===== config.mk =====
export PLATFORM = sky130hd
export DESIGN_NAME = rob
export DESIGN_NICKNAME = d
export VERILOG_FILES = /design/src/rtl/rob.sv
export SDC_FILE = /design/constraint.sdc
export NUM_CORES = 2
export LEC_CHECK = 0
export CAP_MARGIN = 20
export CORE_AREA = 5 5 533 535
export DETAILED_ROUTE_END_ITERATION = 8
export DIE_AREA = 0 0 538 540
export PLACE_DENSITY = 0.34
export SYNTH_ARGS = -nofsm -noshare
export SYNTH_HDL_FRONTEND = slang
export SYNTH_SLANG_ARGS = --single-unit

===== constraint.sdc =====
create_clock -name clock -period 9.7 [get_ports clock]
set_clock_uncertainty 0.05 [all_clocks]
set_input_delay 1.94 -clock clock [delete_from_list [all_inputs] [get_ports clock]]
set_output_delay 1.94 -clock clock [all_outputs]
set_load 0.05 [all_outputs]

===== src/rtl/rob.sv =====
// Reorder buffer: three-wide in-order dispatch, out-of-order completion,
// up to three in-order retirements per cycle from a circular entry array.
module rob #(
    parameter int ROB  = 5,
    parameter int ROBW = 32,
    parameter int PR   = 6,
    localparam int PKT_W = 2 * PR + 7
) (
    input  logic                           clock,
    input  logic                           reset,
    input  logic [2:0][PKT_W-1:0]          rob_in,
    input  logic [2:0]                     tail_incre,
    input  logic [2:0]                     complete_valid,
    input  logic [2:0][ROB-1:0]            complete_entry,
    output logic [2:0][PKT_W-1:0]          retire_entry,
    output logic [2:0]                     struct_stall,
    output logic [ROBW-1:0][PKT_W-1:0]     rob_entries_display,
    output logic [ROB-1:0]                 head_display,
    output logic [ROB-1:0]                 tail_display,
    input  logic [ROBW-1:0][PKT_W-1:0]     rob_entries_debug
);

    typedef struct packed {
        logic          valid;
        logic [PR-1:0] t_new;
        logic [PR-1:0] t_old;
        logic [4:0]    arch_reg;
        logic          completed;
    } rob_entry_t;

    localparam logic [ROB:0] DEPTH = (ROB + 1)'(ROBW);

    rob_entry_t [ROBW-1:0] entries;
    logic [ROB-1:0]        head;
    logic [ROB-1:0]        tail;
    logic [ROB:0]          count;
    logic [ROB:0]          free;
    logic [1:0]            requested;
    logic [1:0]            accepted;
    logic [1:0]            retire_cnt;
    rob_entry_t [2:0]      head_slots;
    rob_entry_t [2:0]      alloc;
    logic [2:0]            retire_ok;

    // The debug port is intentionally inert; folding it keeps it connected.
    logic unused_debug;
    assign unused_debug = ^rob_entries_debug;

    assign rob_entries_display = entries;
    assign head_display        = head;
    assign tail_display        = tail;

    // NOTE: every signal assigned in this block gets a default first so no
    // path leaves it unassigned and no latch is inferred.
    always_comb begin
        free         = DEPTH - count;
        struct_stall = 3'b000;
        if (free == '0)
            struct_stall = 3'b111;
        else if (free == (ROB + 1)'(1))
            struct_stall = 3'b110;
        else if (free == (ROB + 1)'(2))
            struct_stall = 3'b100;

        requested = (tail_incre > 3'd3) ? 2'd3 : tail_incre[1:0];
        accepted  = ((ROB + 1)'(requested) > free) ? free[1:0] : requested;

        for (int i = 0; i < 3; i++) begin
            alloc[i]       = rob_in[i];
            alloc[i].valid = 1'b1;
        end
    end

    // Retirement looks only at registered state, so a completion written at
    // this edge can retire at the earliest one cycle later.
    always_comb begin
        for (int i = 0; i < 3; i++) begin
            head_slots[i] = entries[head + ROB'(i)];
            retire_ok[i]  = head_slots[i].valid && head_slots[i].completed;
        end

        if (!retire_ok[0])
            retire_cnt = 2'd0;
        else if (!retire_ok[1])
            retire_cnt = 2'd1;
        else if (!retire_ok[2])
            retire_cnt = 2'd2;
        else
            retire_cnt = 2'd3;

        for (int i = 0; i < 3; i++)
            retire_entry[i] = (i < int'(retire_cnt)) ? head_slots[i] : '0;
    end

    // Write order matters: completion, then retirement clear, then dispatch.
    // Dispatch only ever targets slots that were empty at the start of the cycle.
    always_ff @(posedge clock) begin
        if (reset) begin
            head    <= '0;
            tail    <= '0;
            count   <= '0;
            // NOTE: the entry array is reset explicitly because an empty slot
            // must read as all zeros for the valid-bit occupancy tests.
            entries <= '0;
        end else begin
            for (int i = 0; i < 3; i++) begin
                if (complete_valid[i] && entries[complete_entry[i]].valid)
                    entries[complete_entry[i]].completed <= 1'b1;
            end
            for (int i = 0; i < 3; i++) begin
                if (i < int'(retire_cnt))
                    entries[head + ROB'(i)] <= '0;
            end
            for (int i = 0; i < 3; i++) begin
                if (i < int'(accepted))
                    entries[tail + ROB'(i)] <= alloc[i];
            end
            head  <= head + ROB'(retire_cnt);
            tail  <= tail + ROB'(accepted);
            count <= count + (ROB + 1)'(accepted) - (ROB + 1)'(retire_cnt);
        end
    end

endmodule


Yosys cells after proc, flatten, opt, wreduce, memory -nomap -nowiden
Cells that the tools add are included.
{"block": "classes", "addsub": 9, "order_cmp": 26, "n_eq_ne": 2, "n_mux": 64, "bitwise": 6, "n_reduce_logical": 16}
{"op": "608-bit two-way mux", "count": 17}
{"op": "608-bit bitwise mux", "count": 6}
{"op": "608-bit bitwise AND", "count": 3}
{"op": "608-bit inverter", "count": 3}
{"op": "19-bit demux with 5-bit select", "count": 9}
{"op": "19-bit binary-select mux with 5-bit select", "count": 6}
{"op": "19-bit two-way mux", "count": 15}
{"op": "5-bit by 6-bit less-than comparator with 1-bit output (second input constant)", "count": 9}
{"op": "5-bit by 1-bit >= comparator with 1-bit output (second input constant)", "count": 9}
{"op": "1-bit logical AND", "count": 15}
{"op": "5-bit by 1-bit adder with 5-bit output (second input constant)", "count": 2}
{"op": "5-bit by 2-bit adder with 5-bit output", "count": 2}
{"op": "5-bit by 2-bit adder with 5-bit output (second input constant)", "count": 2}
{"op": "3-bit two-way mux", "count": 3}
{"op": "1-bit by 2-bit less-than comparator with 1-bit output (first input constant)", "count": 4}
{"op": "2-bit two-way mux", "count": 4}
{"op": "6-bit by 2-bit adder with 6-bit output", "count": 1}
{"op": "6-bit by 1-bit equality test with 1-bit output (second input constant)", "count": 1}
{"op": "6-bit by 2-bit equality test with 1-bit output (second input constant)", "count": 1}
{"op": "2-bit by 6-bit > comparator with 1-bit output", "count": 1}
{"op": "6-bit logical NOT", "count": 1}
{"op": "6-bit by 2-bit subtractor with 6-bit output", "count": 1}
{"op": "6-bit subtractor (first input constant)", "count": 1}
{"op": "2-bit less-than comparator (first input constant)", "count": 2}
{"op": "other kinds (2)", "count": 5}
{"block": "totals", "reg_bits": 624, "wordCells": 286}

Logic depth before layout (Yosys ltp)
{"block": "logic_depth", "word_depth": 30, "mapped_depth": 26}

Worst setup path before layout
No wires, ideal clock.
{"block": "synth_timing", "kind": "reg-to-output", "from": "reg head[1], in the netlist head_display[1]", "to": "out retire_entry[45] (netlist bit)", "arrival_time_ps": 6366, "required_time_ps": 7710, "setup_slack_ps": 1344, "path_stages_with_launch": 16, "path_buffers": 6, "path_cell_list": "dfxtp_1 > buf_4 > inv_1 > clkbuf_1 > clkbuf_1 > ha_1 > clkbuf_1 > clkbuf_1 > mux4_2 > o21ai_0 > o211ai_1 > or3_4 > inv_6 > nand2_1 > clkbuf_1 > a2111oi_0"}
{"element": "from (decl)", "line": "34", "rtl": "logic [ROB-1:0] head;"}
{"element": "from (signal assigned)", "line": "118", "rtl": "head <= head + ROB'(retire_cnt);"}
{"element": "to (decl)", "line": "15", "rtl": "output logic [2:0][PKT_W-1:0] retire_entry,"}

==> flow_summary_export.csv <==
group,metric,value,unit
run_status,run_status,"finished, violations left",
run_status,failed_checks,"design-rule violations",
timing,final.setup.tns,0,ns
global_routing,track_usage,0.295,
cts,numCtsBuffers,87,
timing,setup_violations,0,
synthesis,avgSynthCellArea,8.90,um^2
die,dieArea,291000,um^2
timing,period_minus_slack,9.41,ns
die,initial_core_util,0.182,
die,die_h,540,um
global_routing,grt_pass1_vias,55500,
global_routing,busiest_layer,"met2",
synthesis,synth_edf_count,0,
hold_path,hold_class,"reg2reg",
place,place_congestion,0.979,
route,wl_per_cell,45.9,um
route,dr.first_iter.drc_count,10400,
global_routing,grt_pass1_wl,584000,um
synthesis,ys.flop_type,"dfxtp_1",
synthesis,async_reset_ff_frac,0,
synthesis,synth_cells,5699,
route,vias,62000,
global_routing,use_met1,0.396,
timing,worst_pin_slew,1.26,ns
layout,nNetsFinal,6779,
setup_path,slowest_delay,0.99,ns
synthesis,synthTopCellsByArea,"dfxtp_1 25%, mux4_2 21%, a21oi_1 4.6%",
cts,post-cts-setup-buffers,0,
die,design.core.area,278000,um^2
synthesis,syn_area,50700,um^2
layout,layout_commonest_cell,"clkdlybuf4s50_1",
route,wl,453000,um
cts,root_buffer,"clkbuf_16",
die,num_io_pins,1366,
synthesis,yosys.area.top_type_share,0.246,
cts,post_cts_resized,0,
route,drc,2,
synthesis,yosysTopAreaCell,"dfxtp_1",
cts,cts_tree,"done",
global_routing,antenna_found_initial,54,
cts,cts_max_path_buffers,3,
cts,clock_latency,0.76,ns
place,dp_hpwl,330000,um
setup_path,crit_arrival,7.42,ns
power_and_ir_drop,ir_drop,132,uV
global_routing,grt.overflow.total,0,
synthesis,synth_seq_cells,624,
setup_path,cp_top_family,"simple AND/OR/NAND/NOR gates",
layout,syn_to_final_growth,29.0,%
timing,timing.slew.headroom,0.162,
setup_path,crit_chain,"clkinv_1 -> ha_4 -> buf_12 -> nand4b_1 -> nand4_1 -> o22a_1 -> o211ai_1 -> or3_4 -> inv_6 -> nand2_1 -> buf_4 -> nor4_1 -> buf_4 -> buf_12",
timing,fmax,106,MHz
cts,path_clk_slew,0.06,ns
synthesis,ys_seq_area_frac,0.246,
route,antenna_left,0,
timing,holdWs,0.475,ns
route,vias_per_cell,6.29,
cts,cts_hold_buffers,0,
timing,hold_viol_final,0,
die,rows,194,
power_and_ir_drop,pwr_density_cell,212,nW/um^2
timing,slew_viol_final,0,
setup_path,worst_setup_path_start_kind,"flop",
setup_path,worst-setup-path-type,"reg2out",
global_routing,grt_max_degree,117,
layout,drive_gt1_frac,0.197,
global_routing,grt_util_met2,0.421,
synthesis,synth_nets,6416,
timing,finalCritPeriodShare,0.970,
setup_path,end_kind,"primary output",
die,dieWidth,538,um
job,drv_cap,0,
power_and_ir_drop,p_leak,19.7,nW
synthesis,yosys_warnings,0,
setup_path,required,7.71,ns
synthesis,synth.distinct_cells,116,
cts,clock_sinks,624,
setup_path,crit_buf_inv,6,
route,dr.pass1.iters,9,
cts,htree_num_levels,3,
setup_path,cpMaxStageDelayCell,"ha_4",
place,port_buffers,754,
global_routing,grtUsageMet3,0.135,
layout,most-common-layout-cells,"690 x clkdlybuf4s50_1, 619 x dfxtp_1, 468 x mux4_2",
setup_path,worstPathMaxFanout,79,
timing,grt_setup_unrepaired,"false",
==> kinds of logic after synthesis <==
kind of cell	after synthesis	share of synthesized area
flops	624	0.246
xor+xnor	17	0.00308
fa+ha+maj	29	0.00774
simple gates	1544	0.153
compound gates	2088	0.295
mux	561	0.226
buf+inv	836	0.0679
==> power breakdown <==
group          switching [mW]  leakage [nW]  internal (mW)
registers               0.787          5.06           2.91
clock network            1.50          1.36           1.86
logic                    4.69          13.3           2.14
==> state kept, by name, indices dropped and copies added, names as in the netlist <==
register	count
count	6
head_display	5
rob_entries_display	608
tail_display	5
==> cells in the mapped netlist (all sizes together) (31+ instances only) <==
cell type	n
a211oi	111
a21oi	462
a221o	50
a221oi	74
a222oi	88
a22o	58
a22oi	46
a31o	56
a31oi	97
and2	31
buf	170
clkbuf	612
dfxtp	624
inv	51
mux2i	80
mux4	468
nand2	404
nand3	172
nand3b	40
nand4	88
nor2	348
nor3	198
nor4	62
o211ai	58
o21a	39
o21ai	176
o221ai	207
o22ai	318
or3	47
==> through the flow <==
stage	setup slack [ns]	cells	instance area [um^2]	util	total power, mW
after global routing	0.269	9857	65400	0.235	14.2
after CTS	0.316	9842	65300	0.235	13.7
after detailed placement	1.15	9688	62500	0.225	10.3
after floorplan	1.34	5699	50700	-	7.26
final	0.294	9864	65400	0.235	13.9
after global placement	1.14	9685	62500	0.224	10.3
==> cell type report <==
cell class / count / area (um^2)
clock inverters: 31 / 295
well taps: 3724 / 4660
multi-input cells: 4239 / 35300
fillers: 30100 / 213000
inverters: 54 / 214
clock buffers: 123 / 2470
diodes: 13 / 32.5
repair buffers: 1056 / 9950
flip-flops and latches: 624 / 12500
==> worst register-to-register path: stages, from the launching register on <==
cell	delay, ns
dfxtp_4	0.73
clkinv_1	0.63
ha_4	0.99
buf_12	0.53
nand4b_1	0.20
nand4_1	0.13
o22a_1	0.22
o211ai_1	0.13
or3_4	0.62
inv_6	0.12
buf_4	0.58
fa_1	0.62
inv_1	0.08
ha_1	0.22
a21o_1	0.18
a21oi_1	0.23
nor2_1	0.07
nor2_1	0.09
nor2_1	0.06
or3_1	0.34
a21oi_1	0.14
==> routing by layer <==
layer / share of wire / vias to the layer above
li1: - / 23800
met1: 0.41 / 32600
met2: 0.41 / 4957
met3: 0.14 / 599
met4: 0.038 / 10
met5: 0.00014 / -
==> path summary, 6_finish.rpt <==
path | start | endpoint | slack (ns) | cells past startpoint
min reg2reg | rob_entries_display[378]$_SDFF_PP0_ | rob_entries_display[378]$_SDFF_PP0_ | 0.47 | 2
max reg2reg | head_display[0]$_SDFF_PP0_ | count[5]$_SDFF_PP0_ | 2.69 | 20
max | head_display[0]$_SDFF_PP0_ | retire_entry[51] | 0.29 | 14
min | rob_entries_display[378]$_SDFF_PP0_ | rob_entries_display[378]$_SDFF_PP0_ | 0.47 | 2
(Power assumes the default switching activity.)
